==> src/rtl/ps2_scancode_receiver_pkg.sv <==
// ---------------------------------------------------------------------------
// ps2_pkg
//   Shared definitions for the PS/2 scancode receiver slice:
//   FSM state encoding, special scancode values, frame geometry and a
//   parity helper.
// ---------------------------------------------------------------------------
package ps2_pkg;

    typedef enum logic [1:0] {
        IDLE,
        DATA,
        PARITY,
        STOP
    } ps2_state_t;

    localparam logic [7:0]  BREAK_CODE = 8'hF0;
    localparam logic [7:0]  EXT_CODE   = 8'hE0;

    // start + 8 data + parity + stop
    localparam int unsigned FRAME_LEN  = 11;
    localparam int unsigned DATA_BITS  = FRAME_LEN - 3;

    // Odd parity over the data byte plus the received parity bit.
    function automatic logic odd_parity_ok(input logic [7:0] d, input logic p);
        return ^{d, p};
    endfunction

endpackage

==> src/rtl/ps2_scancode_receiver_if.sv <==
// ---------------------------------------------------------------------------
// ps2_scancode_receiver_if
//   Bundles the PS/2 line inputs and the decoded scancode outputs.
//   slave  : the receiver (consumes ps2_clk/ps2_data, drives results)
//   master : the line/device side and downstream consumer
//   Signals:
//     ps2_clk, ps2_data : raw asynchronous PS/2 lines
//     scancode[7:0]     : last accepted byte
//     flag              : one-cycle pulse on scancode update
//     frame_err         : one-cycle pulse on a rejected/timed-out frame
//     busy              : frame in progress
// ---------------------------------------------------------------------------
interface ps2_scancode_receiver_if;

    logic       ps2_clk;
    logic       ps2_data;
    logic [7:0] scancode;
    logic       flag;
    logic       frame_err;
    logic       busy;

    modport slave (
        input  ps2_clk,
        input  ps2_data,
        output scancode,
        output flag,
        output frame_err,
        output busy
    );

    modport master (
        output ps2_clk,
        output ps2_data,
        input  scancode,
        input  flag,
        input  frame_err,
        input  busy
    );

endinterface

==> src/rtl/ps2_scancode_receiver_line_filter.sv <==
// ---------------------------------------------------------------------------
// ps2_line_filter
//   Synchronises ps2_clk/ps2_data into vga_clk, glitch-filters the clock
//   (new level must persist FILTER_LEN cycles) and emits sample_evt on each
//   filtered 1->0 transition, with data_s aligned to that pulse.
//   Ports:
//     vga_clk, reset   : system clock, async active-high reset
//     i_ps2_clk        : raw PS/2 clock
//     i_ps2_data       : raw PS/2 data
//     o_sample_evt     : one-cycle pulse on filtered falling edge
//     o_data_s         : synchronised data, valid with o_sample_evt
// ---------------------------------------------------------------------------
module ps2_line_filter #(
    parameter int unsigned FILTER_LEN  = 8,
    parameter int unsigned SYNC_STAGES = 2
) (
    input  logic vga_clk,
    input  logic reset,
    input  logic i_ps2_clk,
    input  logic i_ps2_data,
    output logic o_sample_evt,
    output logic o_data_s
);

    localparam int unsigned CW = (FILTER_LEN < 2) ? 1 : $clog2(FILTER_LEN);

    logic [SYNC_STAGES-1:0] r_clk_sync;
    logic [SYNC_STAGES-1:0] r_data_sync;
    logic                   r_clk_f;
    logic [CW-1:0]          r_cnt;
    logic                   r_evt;
    logic                   r_data_s;
    logic                   w_clk_s;
    logic                   w_data_s;

    assign w_clk_s  = r_clk_sync[SYNC_STAGES-1];
    assign w_data_s = r_data_sync[SYNC_STAGES-1];

    // Idle PS/2 lines are high; resetting the chains to 1 avoids a
    // spurious falling edge right after reset.
    always_ff @(posedge vga_clk or posedge reset) begin
        if (reset) begin
            r_clk_sync  <= '1;
            r_data_sync <= '1;
        end else begin
            r_clk_sync  <= {r_clk_sync[SYNC_STAGES-2:0], i_ps2_clk};
            r_data_sync <= {r_data_sync[SYNC_STAGES-2:0], i_ps2_data};
        end
    end

    // r_cnt counts consecutive cycles the synchronised clock disagrees
    // with the filtered one; the FILTER_LEN-th such cycle commits the change.
    always_ff @(posedge vga_clk or posedge reset) begin
        if (reset) begin
            r_clk_f  <= 1'b1;
            r_cnt    <= '0;
            r_evt    <= 1'b0;
            r_data_s <= 1'b1;
        end else begin
            r_evt    <= 1'b0;
            r_data_s <= w_data_s;
            if (w_clk_s != r_clk_f) begin
                if (r_cnt == CW'(FILTER_LEN - 1)) begin
                    r_clk_f <= w_clk_s;
                    r_cnt   <= '0;
                    r_evt   <= ~w_clk_s;
                end else begin
                    r_cnt <= r_cnt + 1'b1;
                end
            end else begin
                r_cnt <= '0;
            end
        end
    end

    assign o_sample_evt = r_evt;
    assign o_data_s     = r_data_s;

endmodule

==> src/rtl/ps2_scancode_receiver.sv <==
// ---------------------------------------------------------------------------
// ps2_scancode_receiver
//   PS/2 device-to-host frame receiver. Deframes 11-bit frames, checks odd
//   parity and stop bit, enforces an inter-edge timeout and presents each
//   valid byte as a registered scancode with a one-cycle flag.
//   Ports:
//     vga_clk : system clock (25 MHz)
//     reset   : asynchronous, active-high
//     bus     : ps2_scancode_receiver_if.slave
//               (ps2_clk, ps2_data in; scancode, flag, frame_err, busy out)
//   Optional build macro: PS2_BREAK_FILTER_EN
//     When defined, an F0 byte and the byte following it produce no flag
//     (F0 itself does not update scancode; the next byte does).
// ---------------------------------------------------------------------------
module ps2_scancode_receiver
    import ps2_pkg::*;
#(
    parameter int unsigned FILTER_LEN     = 8,
    parameter int unsigned TIMEOUT_CYCLES = 5000,
    parameter int unsigned SYNC_STAGES    = 2
) (
    input  logic                    vga_clk,
    input  logic                    reset,
    ps2_scancode_receiver_if.slave  bus
);

    localparam int unsigned TW   = $clog2(TIMEOUT_CYCLES + 1);
    localparam logic [TW-1:0] TMAX = TW'(TIMEOUT_CYCLES);

    logic       w_sample_evt;
    logic       w_data_s;

    ps2_state_t r_state;
    logic [7:0] r_shift;
    logic [2:0] r_bitcnt;
    logic       r_parity;
    logic [TW-1:0] r_tcnt;
    logic [7:0] r_scancode;
    logic       r_flag;
    logic       r_err;
    logic       r_busy;
`ifdef PS2_BREAK_FILTER_EN
    logic       r_brk;
`endif

    ps2_line_filter #(
        .FILTER_LEN  (FILTER_LEN),
        .SYNC_STAGES (SYNC_STAGES)
    ) u_line_filter (
        .vga_clk      (vga_clk),
        .reset        (reset),
        .i_ps2_clk    (bus.ps2_clk),
        .i_ps2_data   (bus.ps2_data),
        .o_sample_evt (w_sample_evt),
        .o_data_s     (w_data_s)
    );

    always_ff @(posedge vga_clk or posedge reset) begin
        if (reset) begin
            r_state    <= IDLE;
            r_shift    <= '0;
            r_bitcnt   <= '0;
            r_parity   <= 1'b0;
            r_tcnt     <= '0;
            r_scancode <= '0;
            r_flag     <= 1'b0;
            r_err      <= 1'b0;
            r_busy     <= 1'b0;
`ifdef PS2_BREAK_FILTER_EN
            r_brk      <= 1'b0;
`endif
        end else begin
            r_flag <= 1'b0;
            r_err  <= 1'b0;

            // Saturating inter-edge timer, cleared in IDLE and per sample.
            if (r_state == IDLE || w_sample_evt)
                r_tcnt <= '0;
            else if (r_tcnt != TMAX)
                r_tcnt <= r_tcnt + 1'b1;

            if (w_sample_evt) begin
                case (r_state)
                    IDLE: begin
                        if (!w_data_s) begin
                            r_state  <= DATA;
                            r_busy   <= 1'b1;
                            r_bitcnt <= '0;
                            r_shift  <= '0;
                        end
                    end
                    DATA: begin
                        r_shift  <= {w_data_s, r_shift[7:1]};
                        r_bitcnt <= r_bitcnt + 1'b1;
                        if (r_bitcnt == 3'(DATA_BITS - 1))
                            r_state <= PARITY;
                    end
                    PARITY: begin
                        r_parity <= w_data_s;
                        r_state  <= STOP;
                    end
                    STOP: begin
                        r_state <= IDLE;
                        r_busy  <= 1'b0;
                        if (w_data_s && odd_parity_ok(r_shift, r_parity)) begin
`ifdef PS2_BREAK_FILTER_EN
                            if (r_shift == BREAK_CODE) begin
                                r_brk <= 1'b1;
                            end else begin
                                r_scancode <= r_shift;
                                r_flag     <= ~r_brk;
                                r_brk      <= 1'b0;
                            end
`else
                            r_scancode <= r_shift;
                            r_flag     <= 1'b1;
`endif
                        end else begin
                            r_err <= 1'b1;
`ifdef PS2_BREAK_FILTER_EN
                            r_brk <= 1'b0;
`endif
                        end
                    end
                    default: begin
                        r_state <= IDLE;
                        r_busy  <= 1'b0;
                    end
                endcase
            end else if (r_state != IDLE && r_tcnt == TMAX) begin
                r_state <= IDLE;
                r_busy  <= 1'b0;
                r_err   <= 1'b1;
`ifdef PS2_BREAK_FILTER_EN
                r_brk   <= 1'b0;
`endif
            end
        end
    end

    assign bus.scancode  = r_scancode;
    assign bus.flag      = r_flag;
    assign bus.frame_err = r_err;
    assign bus.busy      = r_busy;

endmodule

==> src/flat_wrapper.sv <==
// flat-port wrapper written by rule: the top's interface ports become plain ports
module ps2_scancode_receiver_flat import ps2_pkg::*;
#(
    parameter int unsigned FILTER_LEN     = 8,
    parameter int unsigned TIMEOUT_CYCLES = 5000,
    parameter int unsigned SYNC_STAGES    = 2
)
  (vga_clk, reset, bus_ps2_clk, bus_ps2_data, bus_scancode, bus_flag, bus_frame_err, bus_busy);
  ps2_scancode_receiver_if bus_i ();
  input  logic vga_clk;
  input  logic reset;
  input wire logic [$bits(bus_i.ps2_clk)-1:0] bus_ps2_clk;
  input wire logic [$bits(bus_i.ps2_data)-1:0] bus_ps2_data;
  output wire logic [$bits(bus_i.scancode)-1:0] bus_scancode;
  output wire logic [$bits(bus_i.flag)-1:0] bus_flag;
  output wire logic [$bits(bus_i.frame_err)-1:0] bus_frame_err;
  output wire logic [$bits(bus_i.busy)-1:0] bus_busy;
  assign bus_i.ps2_clk = bus_ps2_clk;
  assign bus_i.ps2_data = bus_ps2_data;
  assign bus_scancode = bus_i.scancode;
  assign bus_flag = bus_i.flag;
  assign bus_frame_err = bus_i.frame_err;
  assign bus_busy = bus_i.busy;
  ps2_scancode_receiver #(.FILTER_LEN(FILTER_LEN), .TIMEOUT_CYCLES(TIMEOUT_CYCLES), .SYNC_STAGES(SYNC_STAGES)) u_core (.vga_clk(vga_clk), .reset(reset), .bus(bus_i));
endmodule
==> config.mk <==
export PLATFORM = sky130hd
export DESIGN_NAME = ps2_scancode_receiver_flat
export DESIGN_NICKNAME = d
export VERILOG_FILES = /design/src/rtl/ps2_scancode_receiver_pkg.sv /design/src/rtl/ps2_scancode_receiver_if.sv /design/src/rtl/ps2_scancode_receiver_line_filter.sv /design/src/rtl/ps2_scancode_receiver.sv /design/src/flat_wrapper.sv
export SDC_FILE = /design/constraint.sdc
export NUM_CORES = 1
export LEC_CHECK = 0
export CAP_MARGIN = 20
export CORE_MARGIN = 5
export CORE_UTILIZATION = 30
export DETAILED_ROUTE_END_ITERATION = 16
export PLACE_DENSITY = 0.45
export SYNTH_ARGS = -nofsm -noshare
export SYNTH_HDL_FRONTEND = slang
export SYNTH_SLANG_ARGS = --single-unit
==> constraint.sdc <==
create_clock -name vga_clk -period 2.55 [get_ports vga_clk]
set_input_delay 0.765 -clock vga_clk [delete_from_list [all_inputs] [get_ports vga_clk]]
set_output_delay 0.765 -clock vga_clk [all_outputs]
set_load 0.01 [all_outputs]
==> run metrics <==
run status finished clean; Least-Margin Pin Slew 549 ps; area grow syn2layout 16.3%; synthesized area 2210 µm²; DR vias 1350; Compound-Gate Fraction of Synth Area 0.0820; crit-path max FO 9; post_cts resized 0; arrival time worst endpoint 2510 ps; fin crit period 2350 ps; Hold Violations, Final 0; Antenna Nets Post-Route 0; Post-Syn Area per Cell 12.4 µm²; Hold/Removal Path Class reg -> reg; post-synthesis mux area share 0.0888; DR pass1 iterations 4; commonest non-fill, non-tap cell in the layout dfrtp_1; Placed Area 2480 µm²; Slew headroom 0.626; Iter 0 DRT Violations 43; XOR/XNOR Fraction of Synth Area 0.0769; clock skew 4.49 ps; Post-Synth Adder-Cell Area 0.0566; hold_ws 359 ps; top cells by area, synth dfrtp_1 48%, dfstp_2 7.1%, ha_1 5.7%, mux2_4 5.4%, a22o_1 4.0%; Clock Pin Slew Worst Setup and Hold Paths 80 ps; worst setup path class reg -> reg; fraction of layout cells with a size suffix above 1 0.163; Setup TNS Final 0 ps; CP Cell Sequence inv_1, ha_1, or4_1, or4_1, o211ai_1, o21ai_1; TritonCTS sink count 48; P_leak 1.16 nW; core area 7210 µm²; hpwl dp 2590 µm; die width 95.9 µm; slowest stage cell, crit path or4_1; grt ovf 0; vias in the first global route 1408; Initial Util 0.307; ys flop type dfrtp_1; max-cap viol count 0; Row Count 31; CP endpoint kind flip-flop; Die Area 9190 µm²; vias per inst 4.58; first-pass GRT wire length 6750 µm; register area 1210 µm²; fill count 728; WL final 3830 µm; part of the cycle the worst path needs 0.920; Peak VDD IR 0.247 mV; CTS tree yes; I/O Pins 15; RSZ-0062 raised after global routing no; initial antenna violation count 0; H-tree Lvls 2; post-route cell area 2570 µm²; # setup viols final 0; main combinational cell family by area after synthesis simple AND/OR/NAND/NOR gates; multi-input logic area 950 µm²; RePlAce Congestion 0.711; area share of and/or/nand/nor cells after synthesis 0.125; most used cell, CP or4_1; Final Max Tran Viols 0; CP peak stage delay 670 ps; largest net degree at the start of global routing 49; cell accounting for the most synthesized area dfrtp_1; GRT Total Usage 0.0963; Hold Buf Count CTS 0; DRC 0; Wirelength per Cell 13.0 µm; Final #Nets 209; critical path startpoint category flip-flop; Die H 95.9 µm; CTS Buf Count 5; Post-CTS Setup Bufs 0; post-synthesis sequential area ratio 0.546; synth unique cells 41; Clock Path Buffers 2; most frequent cells in the layout 42 x dfrtp_1, 14 x clkdlybuf4s50_1, 12 x nor2_1; Syn Inst Count 178; Skew-Pair Late Insertion Delay 300 ps; Port Buffers 14; post-synth top area share 0.475; Power per Cell Area 527 nW/µm²; Worst EP required 2720 ps; synth warn 0; Max Clk Rate 426 MHz; syn nets 192; Post-synth EDFFs 0; ys async rst share 1.00; diodes inserted 0; number of synthesized register bits 48; CTS root buf clkbuf_8
==> logic make-up (layout without fill, tap and decap cells) <==
group                    after synthesis  after routing
buffers and inverters                 14             32
flip-flops                            48             48
AND/OR/NAND/NOR                       50             50
multiplexers                          14             14
adder cells (fa/ha/maj)               10             10
XOR/XNOR                              16             16
AO/OA/AOI/OAI                         26             26
==> flip-flops by register name, summed over array words and instances, names as in the netlist, 2 cells and up <==
register	count
u_core.bus.scancode	8
u_core.r_bitcnt	3
u_core.r_shift	8
u_core.r_state	2
u_core.r_tcnt	13
u_core.u_line_filter.r_clk_sync	2
u_core.u_line_filter.r_cnt	3
u_core.u_line_filter.r_data_sync	2
==> path summary, 6_finish.rpt <==
kind | slack (ps) | from | to | cells past startpoint
hold / removal | 360 | u_core.u_line_filter.r_data_sync[0] | u_core.u_line_filter.r_data_sync[1] | 0
hold reg to reg | 360 | u_core.u_line_filter.r_data_sync[0] | u_core.u_line_filter.r_data_sync[1] | 0
setup reg to reg | 200 | u_core.r_state[0] | u_core.r_state[1] | 6
setup / recovery | 200 | u_core.r_state[0] | u_core.r_state[1] | 6
max in group asynchronous | 1460 | reset | u_core.u_line_filter.r_clk_f | 3
min in group asynchronous | 820 | reset | u_core.r_tcnt[9] | 3
==> synthesized netlist by cell type (all sizes together), types with 3 or more instances <==
cell type  count
xor2           9
o21ai          8
nand3b         3
a21oi          4
nand4          4
xnor2          5
ha            10
and3           3
mux2          11
mux2i          3
and2           3
nand2          6
dfrtp         42
a22o          10
nand3          5
inv            8
dfstp          6
nor2          12
clkbuf         5
==> cell type report <==
cell class	count	share of cell area
inverters	8	0.0117
clock buffers	7	0.0335
clock inverters	1	0.00292
flip-flops and latches	48	0.470
multi-input cells	116	0.369
repair buffers	16	0.0651
well taps	99	0.0481
==> routing by layer <==
layer,GRT usage,routed length (µm),part of all wire,up-vias
met2,0.158,1830,0.48,21
met5,0,0,0,-
li1,-,-,-,651
met1,0.117,1760,0.46,671
met4,0.0391,73,0.019,0
met3,0.0297,166,0.043,7
==> power by group <==
group	total (mW)	internal (mW)	leakage, nW	switching, mW
Sequential	0.814	0.798	0.647	0.0163
Clock	0.472	0.221	0.0445	0.252
Combinational	0.0707	0.0355	0.468	0.0353
==> metrics by stage <==
stage / setup slack [ps] / total power, mW / utilization / std cells
after floorplan: 474 / 0.876 / - / 178
after global placement: 336 / 0.897 / 0.344 / 287
after detailed placement: 235 / 0.903 / 0.344 / 287
after CTS: 205 / 1.38 / 0.357 / 295
after global routing: 66.3 / 1.43 / 0.357 / 295
final: 204 / 1.36 / 0.357 / 295
==> critical path: cells and delay by family, from the launching register on <==
kind / cells / cell delay [ps]
fa+ha+maj: 1 / 280
compound gates: 2 / 350
simple gates: 2 / 1090
flops: 1 / 420
buf+inv: 1 / 80
No activity file was read; power rests on OpenSTA's default activity.
